$ cat src/rtl/spi_pkg.sv
`timescale 1ns/1ps
`default_nettype none
// ============================================================================
// Module      : spi_pkg
// Description : Shared types and constants for the SPI register-interface
//               initiator: frame layout, command layout, controller states.
// Revision    : 1.0 - initial release
// ============================================================================
package spi_pkg;

  localparam int FRAME_BITS = 16;
  localparam int CMD_BITS   = 8;

  typedef struct packed {
    logic       is_write;
    logic [6:0] addr;
  } spi_cmd_t;

  typedef struct packed {
    spi_cmd_t                         cmd;
    logic [FRAME_BITS-CMD_BITS-1:0]   data;
  } spi_frame_t;

  typedef enum logic [2:0] {
    IDLE  = 3'd0,
    SETUP = 3'd1,
    SHIFT = 3'd2,
    HOLD  = 3'd3,
    GAP   = 3'd4
  } ctrl_state_t;

  // Reads carry a zero data byte so the peripheral sees a well-defined frame.
  function automatic spi_frame_t build_frame(input logic       is_write,
                                             input logic [6:0] addr,
                                             input logic [7:0] wdata);
    spi_frame_t f;
    f.cmd.is_write = is_write;
    f.cmd.addr     = addr;
    f.data         = is_write ? wdata : 8'h00;
    return f;
  endfunction

endpackage
`default_nettype wire

$ cat src/rtl/spi_clk_div.sv
`timescale 1ns/1ps
`default_nettype none
// ============================================================================
// Module      : spi_clk_div
// Description : Free-running divider counting 0..CLK_DIV-1 while i_run is
//               high; emits a one-cycle tick on the terminal count and is
//               held cleared while i_run is low.
// Revision    : 1.0 - initial release
// ============================================================================
module spi_clk_div #(
  parameter int CLK_DIV = 4
) (
  input  logic clk,
  input  logic rst,
  input  logic i_run,
  output logic o_tick
);

  localparam logic [7:0] c_LAST = 8'(CLK_DIV - 1);

  logic [7:0] r_div_cnt;

  assign o_tick = i_run && (r_div_cnt == c_LAST);

  // Count while running, wrap on terminal count, clear when stopped.
  always_ff @(posedge clk or posedge rst) begin
    if (rst) begin
      r_div_cnt <= '0;
    end else if (!i_run || o_tick) begin
      r_div_cnt <= '0;
    end else begin
      r_div_cnt <= r_div_cnt + 8'd1;
    end
  end

endmodule
`default_nettype wire

$ cat src/rtl/spi_controller.sv
`timescale 1ns/1ps
`default_nettype none
// ============================================================================
// Module      : spi_controller
// Description : Mode-0 SPI initiator. Accepts one register request via
//               valid/ready, shifts out {write, addr[6:0], data[7:0]} MSB
//               first with an active-high cs, and captures the second byte
//               from poci for reads.
//               Build option SPI_CTRL_READ_EN: when defined, read data is
//               captured and returned on rsp_valid/rsp_rdata; when undefined
//               the capture path is absent and the response outputs are 0.
// Revision    : 1.0 - initial release
// ============================================================================
module spi_controller
  import spi_pkg::*;
#(
  parameter int CLK_DIV = 4
) (
  input  logic       sys_clk,
  input  logic       rst,
  input  logic       req_valid,
  output logic       req_ready,
  input  logic       req_write,
  input  logic [6:0] req_addr,
  input  logic [7:0] req_wdata,
  output logic       rsp_valid,
  output logic [7:0] rsp_rdata,
  output logic       busy,
  output logic       spi_clk,
  output logic       cs,
  output logic       pico,
  input  logic       poci
);

  ctrl_state_t           r_state;
  ctrl_state_t           w_state_nxt;
  logic                  w_tick;
  logic                  w_run;
  logic                  w_accept;
  logic                  w_fall;
  logic                  w_rise;
  logic                  w_shift_done;
  logic [FRAME_BITS-1:0] r_tx_shift;
  logic [3:0]            r_bit_cnt;
  logic                  r_sclk;

  assign w_run    = (r_state != IDLE);
  assign w_accept = req_valid && (r_state == IDLE);

  // In SHIFT the tick alternates between ending a high phase (fall) and
  // ending a low phase (rise). A low-phase tick with bit_cnt back at zero
  // means all 16 falls have happened and the frame is finished.
  assign w_fall       = (r_state == SHIFT) && w_tick && r_sclk;
  assign w_rise       = (r_state == SHIFT) && w_tick && !r_sclk && (r_bit_cnt != 4'd0);
  assign w_shift_done = (r_state == SHIFT) && w_tick && !r_sclk && (r_bit_cnt == 4'd0);

  spi_clk_div #(
    .CLK_DIV (CLK_DIV)
  ) u_clk_div (
    .clk    (sys_clk),
    .rst    (rst),
    .i_run  (w_run),
    .o_tick (w_tick)
  );

  // Next-state logic: every move after IDLE waits for the divider tick.
  always_comb begin
    w_state_nxt = r_state;
    unique case (r_state)
      IDLE:    if (req_valid)    w_state_nxt = SETUP;
      SETUP:   if (w_tick)       w_state_nxt = SHIFT;
      SHIFT:   if (w_shift_done) w_state_nxt = HOLD;
      HOLD:    if (w_tick)       w_state_nxt = GAP;
      GAP:     if (w_tick)       w_state_nxt = IDLE;
      default:                   w_state_nxt = IDLE;
    endcase
  end

  // State register.
  always_ff @(posedge sys_clk or posedge rst) begin
    if (rst) begin
      r_state <= IDLE;
    end else begin
      r_state <= w_state_nxt;
    end
  end

  // Transmit shifter, bit counter and serial clock phase.
  always_ff @(posedge sys_clk or posedge rst) begin
    if (rst) begin
      r_tx_shift <= '0;
      r_bit_cnt  <= '0;
      r_sclk     <= 1'b0;
    end else begin
      if (w_accept) begin
        r_tx_shift <= build_frame(req_write, req_addr, req_wdata);
        r_bit_cnt  <= '0;
      end
      // First rising edge of the frame closes the SETUP phase.
      if ((r_state == SETUP) && w_tick) begin
        r_sclk <= 1'b1;
      end
      if (w_fall) begin
        r_sclk     <= 1'b0;
        r_tx_shift <= {r_tx_shift[FRAME_BITS-2:0], 1'b0};
        r_bit_cnt  <= r_bit_cnt + 4'd1;
      end
      if (w_rise) begin
        r_sclk <= 1'b1;
      end
    end
  end

`ifdef SPI_CTRL_READ_EN
  logic       r_is_write;
  logic [7:0] r_rx_shift;
  logic [7:0] r_rsp_rdata;
  logic       r_rsp_valid;

  // Capture poci on rising edges of the data byte; publish it leaving HOLD.
  always_ff @(posedge sys_clk or posedge rst) begin
    if (rst) begin
      r_is_write  <= 1'b0;
      r_rx_shift  <= '0;
      r_rsp_rdata <= '0;
      r_rsp_valid <= 1'b0;
    end else begin
      r_rsp_valid <= 1'b0;
      if (w_accept) begin
        r_is_write <= req_write;
      end
      if (w_rise && r_bit_cnt[3]) begin
        r_rx_shift <= {r_rx_shift[6:0], poci};
      end
      if ((r_state == HOLD) && w_tick && !r_is_write) begin
        r_rsp_rdata <= r_rx_shift;
        r_rsp_valid <= 1'b1;
      end
    end
  end

  assign rsp_valid = r_rsp_valid;
  assign rsp_rdata = r_rsp_rdata;
`else
  logic w_unused_poci;
  assign w_unused_poci = poci;
  assign rsp_valid     = 1'b0;
  assign rsp_rdata     = 8'h00;
`endif

  assign req_ready = (r_state == IDLE);
  assign busy      = (r_state != IDLE);
  assign spi_clk   = r_sclk;
  assign cs        = (r_state == SETUP) || (r_state == SHIFT) || (r_state == HOLD);
  assign pico      = ((r_state == SETUP) || (r_state == SHIFT)) && r_tx_shift[FRAME_BITS-1];

endmodule
`default_nettype wire

$ cat config.mk
export PLATFORM = sky130hd
export DESIGN_NAME = spi_controller
export DESIGN_NICKNAME = d
export VERILOG_FILES = /design/src/rtl/spi_pkg.sv /design/src/rtl/spi_clk_div.sv /design/src/rtl/spi_controller.sv
export SDC_FILE = /design/constraint.sdc
export NUM_CORES = 1
export LEC_CHECK = 0
export ABC_AREA = 1
export ABC_CLOCK_PERIOD_IN_PS = 1600
export CORE_MARGIN = 3
export CORE_UTILIZATION = 47
export CTS_CLUSTER_DIAMETER = 60
export DETAILED_ROUTE_END_ITERATION = 10
export PLACE_DENSITY_LB_ADDON = 0.12
export SYNTH_ARGS = -nofsm -noshare
export SYNTH_HDL_FRONTEND = slang
export SYNTH_HIERARCHICAL = 1
export SYNTH_SLANG_ARGS = --single-unit
export TNS_END_PERCENT = 100
$ cat constraint.sdc
create_clock -name sys_clk -period 1.6 [get_ports sys_clk]
set_input_delay 0.16 -clock sys_clk [delete_from_list [all_inputs] [get_ports sys_clk]]
set_output_delay 0.16 -clock sys_clk [all_outputs]
set_load 0.02 [all_outputs]
; ---- Word level (Yosys, flattened, before mapping)
; Cells that the tools add are included.
[classes]
n_addsub = 2
eq_ne = 10
muxes = 15
reduce_logical = 21
[op_table]
columns = cell, n
row1 = two-way mux 16 bit, 2
row2 = two-way mux 8 bit, 2
row3 = two-way mux 3 bit, 5
row4 = one-hot mux 3 bit (5 select lines), 1
row5 = logical AND 1 bit, 9
row6 = "adder 8 x 1 -> 8 bit, second input constant", 1
row7 = "== test 8 x 2 -> 1 bit, second input constant", 1
row8 = two-way mux 4 bit, 2
row9 = "== test 3 x 2 -> 1 bit, second input constant", 2
row10 = "inequality test 2 x 1 -> 1 bit, second input constant", 3
row11 = nonzero test 3 bit, 2
row12 = AND reduction 5 bit, 1
row13 = "adder 4 x 1 -> 4 bit, second input constant", 1
row14 = logical NOT 4 bit, 1
row15 = "inequality test 2 bit, second input constant", 2
row16 = nonzero test 4 bit, 1
row17 = "== test 3 x 1 -> 1 bit, second input constant", 1
row18 = "== test 3 bit, second input constant", 1
row19 = logical NOT 3 bit, 1
row20 = logical OR 1 bit, 3
row21 = two-way mux 1 bit, 3
row22 = logical NOT 1 bit, 2
row23 = nonzero test 2 bit, 1
[word_totals]
regBits = 32
inputBits = 20
out_inout_bits = 14

; ---- Logic depth before layout (Yosys ltp)
; Gate-level depths: netlist of run 1.
[logic_depth]
word_depth = 7
depth_mapped = 12
ltp_nobuf = 12

; ---- Modules after synthesis
; The synthesis of run 1 kept the hierarchy.
[modules_own_cells]
columns = module, instances, cells_per_inst, area_per_inst_um2, seq_area_each_um2
row1 = spi_controller, 1, 163, 1391.3, 600.6
row2 = spi_clk_div, 1, 57, 429.2, 200.2

; ---- Worst setup path after synthesis of run 1
; Ideal clock, no wire load.
[synth_timing]
path_kind = register to register
startpoint = register r_state[1]
endpoint = register r_tx_shift[1]
t_arrival_ns = 1.766
required_time_ns = 1.477
setup_slack_ns = -0.288
stages_incl_launch_ff = 12
path_buffers = 1
synth_period_minus_slack_ns = 1.888
path_cell_list = dfrtp_1 > inv_1 > nand2_1 > nor2_1 > inv_1 > inv_1 > nor2_1 > nand4_4 > inv_4 > buf_8 > nand2_2 > nand3_2
[synth_rtl]
columns = item, line_no
row1 = from (decl), spi_controller.sv:35  ; ctrl_state_t r_state;
row2 = from (signal assigned), spi_controller.sv:84  ; r_state <= w_state_nxt;
row3 = logical NOT 3 bit, --
row4 = named net req_ready, spi_controller.sv:22  ; output logic req_ready,
row5 = logical AND 1 bit, spi_controller.sv:48  ; assign w_accept = req_valid && (r_state == IDLE);
row6 = nonzero test 2 bit (no line), --
row7 = to (signal assigned), spi_controller.sv:96  ; r_tx_shift <= build_frame(req_write, req_addr, req_wdata);
row8 = to (signal assigned), spi_controller.sv:105  ; r_tx_shift <= {r_tx_shift[FRAME_BITS-2:0], 1'b0};
row9 = to (decl), spi_controller.sv:43  ; logic [FRAME_BITS-1:0] r_tx_shift;
; The timed path passes the listed nets, and every way through them passes these cells.
; A chain may end at the register's enable or synchronous reset.

; ---- Worst setup path in the final report of run 1
[layout_timing]
startpoint = register u_clk_div.r_div_cnt[1]
endpoint = register r_tx_shift[4]
[layout_between]
elab_chain_len = 5
[layout_rtl]
columns = item, line_no
row1 = from (decl), spi_clk_div.sv:21  ; logic [7:0] r_div_cnt;
row2 = from (signal assigned), spi_clk_div.sv:32  ; r_div_cnt <= r_div_cnt + 8'd1;
row3 = == test 8 x 2 -> 1 bit *, spi_clk_div.sv:23  ; assign o_tick = i_run && (r_div_cnt == c_LAST);
row4 = logical AND 1 bit *, spi_clk_div.sv:23
row5 = named net w_tick, spi_controller.sv:37  ; logic w_tick;
row6 = logical AND 1 bit * (2 in a row), spi_controller.sv:53  ; assign w_fall = (r_state == SHIFT) && w_tick && r_sclk;
row7 = two-way mux 16 bit / nonzero test 2 bit (equally long branches), --
; Mark *: on every way through the listed nets, which the timed path passes. The rest lies on a longest branch.

==> results of run 1 <==
[timing repair]
action / in CTS / in global routing
pin swaps: 0 / 6
gates resized for setup: 4 / 38
setup buffers: 0 / 3
setup endpoints to repair: 5 / 26
cloned: 0 / 2
endpoints found under the hold margin: 0 / 0
[worst max path at each step]
stage                          endpoint  slack, ns  cells past startpoint              startpoint
after floorplan           r_tx_shift[1]      0.002                     11              r_state[1]
after global placement       r_state[1]       0.04                     11  u_clk_div/r_div_cnt[0]
after detailed placement        spi_clk       0.02                     10  u_clk_div/r_div_cnt[0]
after CTS                       spi_clk     -0.006                     10  u_clk_div/r_div_cnt[0]
after global routing         r_state[1]      -0.12                     11  u_clk_div/r_div_cnt[0]
final                     r_tx_shift[4]      0.006                     10  u_clk_div/r_div_cnt[1]
[kinds of logic after synthesis]
group,after synthesis
DFF,32
AOI/OAI and AO/OA,11
xor gates and xnor gates,4
adders and majority gates,3
other,1
and+or+nand+nor,134
buffers and inverters,35
[stage by stage]
stage               power [uW]  util (%)
floorplan                 2440         -
global placement          3080      63.0
detailed placement        3120      63.0
CTS                       3840      66.0
global route              4340      71.3
finish                    4050      71.3
[worst max-delay path: cells and delay by family (launching register included)]
kind	cells	cell delay (ns)
buffers and inverters	2	0.30
flip-flops	1	0.35
AND/OR/NAND/NOR	7	0.62
adder cells (fa/ha/maj)	1	0.19
[sequential cells by signal (all words and copies together) (netlist names)]
name                 flops
r_bit_cnt                4
r_state                  3
r_tx_shift              16
spi_clk                  1
u_clk_div/r_div_cnt      8
[layout make-up]
class / count / area [um^2] / share of cell area [%]
Clock buffer: 6 / 72.6 / 2.89
Clock inverter: 2 / 35.0 / 1.40
Inverter: 23 / 101 / 4.04
Multi-Input combinational cell: 161 / 997 / 39.7
Sequential cell: 32 / 802 / 31.9
Tap cell: 46 / 57.6 / 2.29
Timing Repair Buffer: 48 / 437 / 17.4
Timing Repair inverter: 1 / 8.76 / 0.349
[power groups by stage]
| stage | registers [uW] | logic (uW) | clock network [uW] |
|---|---|---|---|
| floorplan | 1340 | 1100 | 0 |
| global placement | 1310 | 1770 | 0 |
| detailed placement | 1320 | 1800 | 0 |
| CTS | 1310 | 1760 | 774 |
| global route | 1370 | 2150 | 819 |
| finish | 1330 | 1940 | 775 |
[layer usage]
layer	vias up	track usage, %	share of wire [%]
met2	31	32.1	51
li1	788	-	-
met5	-	0	0
met4	0	7.44	1.8
met3	7	5.75	4.6
met1	734	21.2	42
[cell usage in the layout, fill, tap and decap left out, types with 3 or more instances in the layout]
cell,instances
buf_4,21
clkbuf_8,5
clkdlybuf4s50_1,19
conb_1,9
dfrtp_1,31
dlygate4sd2_1,3
inv_1,21
nand2_1,49
nand2_2,14
nand3_1,14
nand3_2,23
nor2_1,14
nor2_2,6
nor2_4,5
o21ai_0,4
==> impl_metrics.csv, run 1 <==
group,metric,value,unit
routing,drtPass1Iterations,4,
clock_network,cts_tree,"done",
placement,dp_slack,0.0172,ns
die,io_pins,34,
synthesis,synth.most_common_cell,"nand2_1",
sta,setup_viol,0,
pwr,intPower,2410,uW
synthesis,synth.distinct_cells,29,
pwr,power_switching,1640,uW
synthesis,synth-edff-count,0,
placement,port_buffers,23,
pwr,netSwitchingFraction,40.4,%
pwr,leakage,0.00124,uW
grt,antenna_found_initial,0,
grt,grt_pass1_wl,6330,um
synthesis,synth_area,1820,um^2
layout,design_area,2510,um^2
pwr,p_per_area,1610,nW/um^2
grt,grt_usage,18.6,%
routing,drt-total-wl,3910,um
worst_hold_path,hp-class,"input pin to asynchronous set/reset pin",
run,maxCapViolations,0,
sta,fin_crit,1.59,ns
clock_network,cts_buffers,5,
sta,rsz0062_at_grt,"yes",
synthesis,synth_warnings,6,
critical_path,ff2ff_setup_slack,0.006,ns
synthesis,synth_common_cells,"53 x nand2_1, 32 x dfrtp_1, 29 x nand3_1",
die,rows,21,
synthesis,ys_ff_latch,32,
critical_path,cp.required,1.77,ns
clock_network,cts_sinks,32,
synthesis,synth_top_area_share,44.0,%
routing,wl_per_cell,12.2,um
critical_path,reg2regPathDepth,10,
synthesis,synth_top_family_by_area,"simple AND/OR/NAND/NOR gates",
synthesis,synthTopCellsByArea,"dfrtp_1 44%, nand2_1 11%, nand3_1 8.0%",
layout,fillers,297,
placement,dpl.hpwl,2670,um
critical_path,r2r_start,"u_clk_div/r_div_cnt[1]",
sta,fmax,627,MHz
layout,fin_cells,319,
clock_network,clk_latency,0.29,ns
layout,nNetsFinal,295,
placement,place_inst,306,
sta,skew,0.00566,ns
synthesis,async_reset_ff_share,100,%
clock_network,clk_path_buf_depth,2,
grt,grt_overflow,0,
pwr,combinationalPowerShare,47.9,%
grt,grt_max_degree,25,
synthesis,synth-compound-area-share,3.51,%
routing,dr.first_iter.drc_count,90,
placement,gp_congestion,0.819,
synthesis,yosysTopAreaCell,"dfrtp_1",
sta,timing.hold.ws,0.162,ns
synthesis,synth_fa_ha_area_share,2.06,%
pwr,power_frac_seq,33.0,%
critical_path,crit_type,"register to register",
critical_path,cpPeakStageDelay,0.35,ns
die,die_area,4660,um^2
sta,layout_worst_path_cycle_share,99.6,%
pwr,ir_worst_vdd,0.849,mV
die,core_area,3520,um^2
clock_network,cts-hold-fix-buffers,0,
grt,grt_pass1_vias,1496,
outcome,status,"finished clean",
sta,hold_viol_final,0,
die,dieWidth,68.2,um
synthesis,syn_area_per_cell,8.27,um^2
clock_network,path_clk_slew,0.07,ns
critical_path,end_kind,"register",
routing,ant_nets,0,
critical_path,cp_max_fo,7,
placement,dpl-instance-area,2220,um^2
critical_path,crit_chain,"ha_2 > nand2_2 > nor2_2 > nand2_2 > nor2_4 > nand4_4 > buf_12 > buf_6 > nand3_1 > nand3_1",
layout,syn_to_final_growth,37.9,%
layout,n_antenna_cell,0,
die,fp.dieH,68.2,um
clock_network,htreeDepth,2,
critical_path,critPathSlowestCell,"dfrtp_1",
layout,drive_above_1_share,33.7,%
critical_path,r2r_end,"r_tx_shift[4]",
synthesis,synth.yosys.seq_area_share,44.0,%
die,start_util,51.7,%
clock_network,root_buffer,"clkbuf_8",
synthesis,synth-main-ff-cell,"dfrtp_1",
sta,final.setup.tns,0,ns
sta,fin_ws,0.00577,ns
routing,drc,0,
synthesis,synthMuxAreaShare,0,%
sta,slew_viol_final,0,
critical_path,worstSetupStartpointType,"register",
synthesis,synth_xor_area_share,1.92,%
critical_path,arrival,1.77,ns
synthesis,syn_inst,220,
synthesis,yosys.area_share.simple,38.2,%
routing,vias,1560,
pwr,clkPwrFrac,19.1,%
routing,routed_via_density,4.89,
(Power assumes the default switching activity.)
==> inputs of run 2 (changes only) <==
Settings changed: SYNTH_HIERARCHICAL 1 to not set.
==> run 2 against run 1 <==
Compared with the run above: via count up 0.38%; global-route usage fell by 1.8 points; worst hold slack improved by 0.10 ns; fmax grew 3.8%; clock skew down 0.0036 ns; non-clock buffer count decreased by 9; sequential share of layout area rose by 2.5 points; sequential cell count unchanged; clock power fell by 17%; wire length decreased by 0.72%; register-to-register slack improved by 0.11 ns.
==> impl_metrics.csv, run 2 <==
group,metric,value,unit
grt,grt_pass1_vias,1587,
critical_path,cp_top_family,"buffers and inverters",
die,fp.dieH,70.0,um
clock_network,htreeDepth,2,
die,core_area,3800,um^2
synthesis,syn_area_per_cell,8.99,um^2
die,io_pins,34,
clock_network,clk_latency,0.29,ns
synthesis,synth_top_area_share,41.6,%
synthesis,synth-main-ff-cell,"dfrtp_1",
die,rows,22,
layout,n_antenna_cell,0,
sta,slew_viol_final,0,
synthesis,synth_common_cells,"35 x nand2_1, 32 x dfrtp_1, 25 x nand3_2",
layout,top_register,"r_tx_shift",
synthesis,synth-edff-count,0,
clock_network,clk_path_buf_depth,2,
die,die_area,4900,um^2
routing,drc,0,
critical_path,ff2ff_setup_slack,0.12,ns
pwr,ir_worst_vdd,0.831,mV
critical_path,reg2regPathDepth,8,
clock_network,cts_tree,"done",
outcome,status,"finished clean",
critical_path,path_buf_inv,3,
layout,largest_reg_flops,16,
synthesis,syn_inst,214,
placement,place_inst,290,
routing,routed_via_density,5.24,
routing,wl_per_cell,13.0,um
synthesis,synth.most_common_cell,"nand2_1",
sta,fin_crit,1.54,ns
grt,grt_pass1_wl,6540,um
sta,final.setup.tns,0,ns
clock_network,path_clk_slew,0.06,ns
die,start_util,50.7,%
critical_path,worstSetupStartpointType,"register",
critical_path,cpPeakStageDelay,0.41,ns
layout,final_common_cell,"nand2_1",
critical_path,cp.required,1.44,ns
routing,ant_nets,0,
routing,drt-total-wl,3880,um
sta,layout_worst_path_cycle_share,96.0,%
critical_path,critPathSlowestCell,"dfrtp_1",
synthesis,yosysTopAreaCell,"dfrtp_1",
synthesis,synth_area,1920,um^2
critical_path,arrival,1.38,ns
run,maxCapViolations,0,
layout,drive_above_1_share,26.3,%
critical_path,cp_max_fo,3,
grt,antenna_found_initial,0,
placement,dpl.hpwl,2820,um
clock_network,root_buffer,"clkbuf_8",
placement,port_buffers,23,
critical_path,cp_common_cell,"buf_4",
critical_path,end_kind,"primary output",
synthesis,synth.yosys.seq_area_share,41.6,%
critical_path,crit_chain,"buf_4 > buf_4 > nor2_1 > clkdlybuf4s15_1",
critical_path,cp.depth,4,
layout,reg.largest.list,"r_tx_shift: 16 flops, u_clk_div.r_div_cnt: 8 flops, r_bit_cnt: 4 flops",
synthesis,synth_warnings,0,
layout,fin_cells,299,
die,dieWidth,70.0,um
worst_hold_path,hp-class,"input pin to asynchronous set/reset pin",
sta,hold_viol_final,0,
pwr,p_per_area,1650,nW/um^2
critical_path,crit_type,"register to primary output",
pwr,finalPower,3850,uW
synthesis,async_reset_ff_share,100,%
sta,skew,0.00206,ns
synthesis,synthTopCellsByArea,"dfrtp_1 42%, nand3_2 13%, nand2_1 6.8%",
grt,grt_overflow,0,
clock_network,cts_sinks,32,
synthesis,ys_ff_latch,32,
clock_network,cts-hold-fix-buffers,0,
clock_network,cts_buffers,5,
synthesis,synth.distinct_cells,27,
grt,grt_usage,16.8,%
routing,vias,1566,
routing,dr.first_iter.drc_count,37,
sta,setup_viol,0,
layout,layout_common_cells,"35 x nand2_1, 32 x dfrtp_1, 25 x nand3_2, 20 x nand3_1, 19 x clkdlybuf4s50_1",
sta,rsz0062_at_grt,"no",
sta,fmax,651,MHz
pwr,leakage,0.00113,uW
layout,nNetsFinal,273,
grt,grt_max_degree,33,
placement,gp_congestion,0.768,
sta,timing.hold.ws,0.266,ns
layout,syn_to_final_growth,21.0,%
routing,drtPass1Iterations,4,
run 2: cell types whose count changed after synthesis, moves of 3 or more:
cell     change
buf_6        +4
inv_1        -3
nand2_1     -18
nand2_2      -6
nand3_1      -9
nand3_2     +16
nand4_1     +13
nor2_1       -4
nor2_2       -5
nor3b_1      +3
o21ai_0      -3
run 2: layer usage:
metal	GRT usage, %	wire length, um	share of wire, %	up-vias
met5	0	0	0	-
met4	8.94	63	1.6	0
met3	5.47	216	5.6	7
met2	28.9	2000	51	50
met1	18.2	1600	41	750
li1	-	-	-	759
run 2: layout make-up:
type	instances	area, um^2
Clock buffer	8	90.1
Fill cell	331	1470
Inverter	21	78.8
Multi-Input combinational cell	151	942
Sequential cell	32	801
Tap cell	48	60.1
Timing Repair Buffer	39	357
run 2: through the flow:
step | cell area (um^2) | utilization [%] | setup slack, ns
after global placement | 2230 | 58.6 | -0.0214
after detailed placement | 2230 | 58.6 | -0.0367
after floorplan | 1950 | - | 0.238
after CTS | 2320 | 61.1 | 0.00281
final | 2330 | 61.3 | 0.0645
after global routing | 2330 | 61.3 | 0.00442
run 2: path summary, 6_finish.rpt:
kind | start | to
max in group asynchronous | rst | r_tx_shift[4]
min reg2reg | u_clk_div.r_div_cnt[0] | u_clk_div.r_div_cnt[0]
min in group sys_clk | req_wdata[0] | r_tx_shift[0]
min | rst | u_clk_div.r_div_cnt[4]
max | r_state[2] | cs
max reg2reg | r_state[2] | r_bit_cnt[3]
run 2: cells by family (layout without fill, tap and decap cells):
kind of cell,Yosys count,after routing,synth area share [%]
buffers and inverters,39,68,11.5
other,1,9,0.195
AO/OA/AOI/OAI,7,7,2.34
XOR/XNOR,5,5,2.28
adder cells (fa/ha/maj),3,3,1.95
flip-flops,32,32,41.6
AND/OR/NAND/NOR,127,127,40.1
run 2: what timing repair did:
action | in CTS | in global routing
pin swaps | 0 | 0
setup endpoints to repair | 4 | 14
setup buffers | 0 | 1
gates resized for setup | 9 | 7
run 2: power by group:
part / internal [uW] / total, uW / switching (uW)
clock: 351 / 646 / 295
combinational: 759 / 1900 / 1150
sequential: 1090 / 1300 / 208
run 2: worst register-to-register path: stages, from the launching register on:
cell and delay (ns):
dfrtp_1 0.41, inv_2 0.09, nand2_2 0.11, nor2_4 0.11
buf_6 0.20, nand3_4 0.11, buf_12 0.17, nand3_1 0.08
o21ai_0 0.09
==> inputs of run 3 (changes only) <==
Settings changed: CTS_CLUSTER_DIAMETER 60 to not set, TNS_END_PERCENT 100 to 1.
==> run 3 against run 2 <==
Compared with the run above: global-route usage barely moved; core utilization is 0.099 points higher; largest cell class unchanged; register-to-register slack about the same.
==> impl_metrics.csv, run 3 (synthesis results as in run 2) <==
group,metric,value,unit
outcome,status,"finished clean",
critical_path,crit_chain,"inv_2 > nand2_2 > nor2_4 > dlygate4sd2_1",
die,start_util,50.7,%
critical_path,cpPeakStageDelay,0.41,ns
worst_hold_path,hp-class,"input pin to asynchronous set/reset pin",
layout,layout_common_cells,"35 x nand2_1, 32 x dfrtp_1, 25 x nand3_2, 20 x nand3_1, 19 x clkdlybuf4s50_1",
pwr,leakage,0.00113,uW
placement,dp_slack,-0.0367,ns
placement,port_buffers,23,
critical_path,critPathSlowestCell,"dfrtp_1",
pwr,p_per_area,1650,nW/um^2
critical_path,crit_type,"register to primary output",
die,io_pins,34,
layout,drive_above_1_share,25.9,%
routing,drt-total-wl,3890,um
critical_path,cp_max_fo,4,
critical_path,end_kind,"primary output",
routing,drtPass1Iterations,4,
clock_network,cts-hold-fix-buffers,0,
critical_path,reg2regPathDepth,8,
clock_network,root_buffer,"clkbuf_8",
routing,drc,0,
grt,grt_max_degree,33,
clock_network,cts_tree,"done",
critical_path,ff2ff_setup_slack,0.13,ns
pwr,finalPower,3860,uW
routing,ant_nets,0,
clock_network,htreeDepth,2,
layout,largest_reg_flops,16,
critical_path,path_buf_inv,2,
sta,setup_viol,0,
pwr,ir_worst_vdd,0.833,mV
sta,slew_viol_final,0,
sta,timing.hold.ws,0.265,ns
die,dieWidth,70.0,um
routing,vias,1568,
critical_path,cp_top_family,"buffers and inverters",
placement,dpl-instance-area,2230,um^2
placement,dpl.hpwl,2820,um
routing,dr.first_iter.drc_count,44,
grt,grt_util_met1,18.1,%
die,rows,22,
grt,gr-usage-met2,28.9,%
sta,rsz0062_at_grt,"yes",
critical_path,worstSetupStartpointType,"register",
die,fp.dieH,70.0,um
grt,grt_overflow,0,
clock_network,clk_path_buf_depth,2,
grt,grt_usage,16.7,%
sta,layout_worst_path_cycle_share,96.7,%
clock_network,clk_latency,0.29,ns
critical_path,arrival,1.39,ns
placement,gp_congestion,0.768,
grt,grt_pass1_vias,1586,
layout,nNetsFinal,273,
sta,hold_viol_final,0,
routing,routed_via_density,5.24,
sta,fmax,646,MHz
die,core_area,3800,um^2
sta,fin_crit,1.55,ns
routing,wl_per_cell,13.0,um
layout,top_register,"r_tx_shift",
critical_path,cp.depth,4,
critical_path,cp.required,1.44,ns
grt,antenna_found_initial,0,
layout,design_area,2330,um^2
layout,final_common_cell,"nand2_1",
grt,use_met3,5.47,%
layout,n_antenna_cell,0,
grt,grt_pass1_wl,6530,um
die,die_area,4900,um^2
clock_network,path_clk_slew,0.06,ns
clock_network,cts_sinks,32,
run,maxCapViolations,0,
layout,reg.largest.list,"r_tx_shift: 16 flops, u_clk_div.r_div_cnt: 8 flops, r_bit_cnt: 4 flops",
layout,utilization,61.4,%
sta,fin_ws,0.0530,ns
grt,grt.busiest_layer,"met2",
clock_network,cts_buffers,5,
layout,syn_to_final_growth,21.2,%
sta,skew,0.00256,ns
run 3: cell count changes in the layout (fill, tap and decap cells not counted):
cell and change:
clkbuf_2 -1, dlygate4sd2_1 +1
run 3: repair_timing:
action,4_1_cts,5_1_grt
buffers inserted,0,1
gates cloned,0,0
setup endpoints to repair,4,14
resized for setup,8,6
run 3: worst paths after layout:
| path | start | to |
|---|---|---|
| min in group sys_clk | req_wdata[0] | r_tx_shift[0] |
| worst min-delay path | rst | u_clk_div.r_div_cnt[4] |
| worst max register to register | r_state[2] | r_bit_cnt[3] |
| worst min register to register | u_clk_div.r_div_cnt[0] | u_clk_div.r_div_cnt[0] |
| max in group asynchronous | rst | r_tx_shift[4] |
| worst max-delay path | r_state[2] | req_ready |
run 3: final cells by class:
class                           count  area, um^2
Fill cell                         332        1470
Multi-Input combinational cell    151         942
Sequential cell                    32         801
Timing Repair Buffer               39         360
Clock buffer                        8        90.1
Inverter                           21        78.8
Tap cell                           48        60.1
run 3: where the power goes:
| part | internal, uW | switching [uW] |
|---|---|---|
| combinational | 764 | 1150 |
| clock | 351 | 294 |
| sequential | 1090 | 208 |
run 3: tightest hold or removal path, delay by kind of cell:
kind / cells / cell delay [ns]
buffers and inverters: 3 / 0.82
run 3: stage by stage:
stage	setup TNS [ns]	std cells
2_1_floorplan	0	222
5_1_grt	-0.0108	299
6_report	0	299
3_3_place_gp	-0.0214	290
4_1_cts	-0.0129	298
3_5_place_dp	-0.0367	290
run 3: layer usage:
metal	vias to the layer above	share of wire (%)
met5	-	0
met4	0	1.9
met3	9	5.3
met2	48	51
met1	748	42
li1	763	-
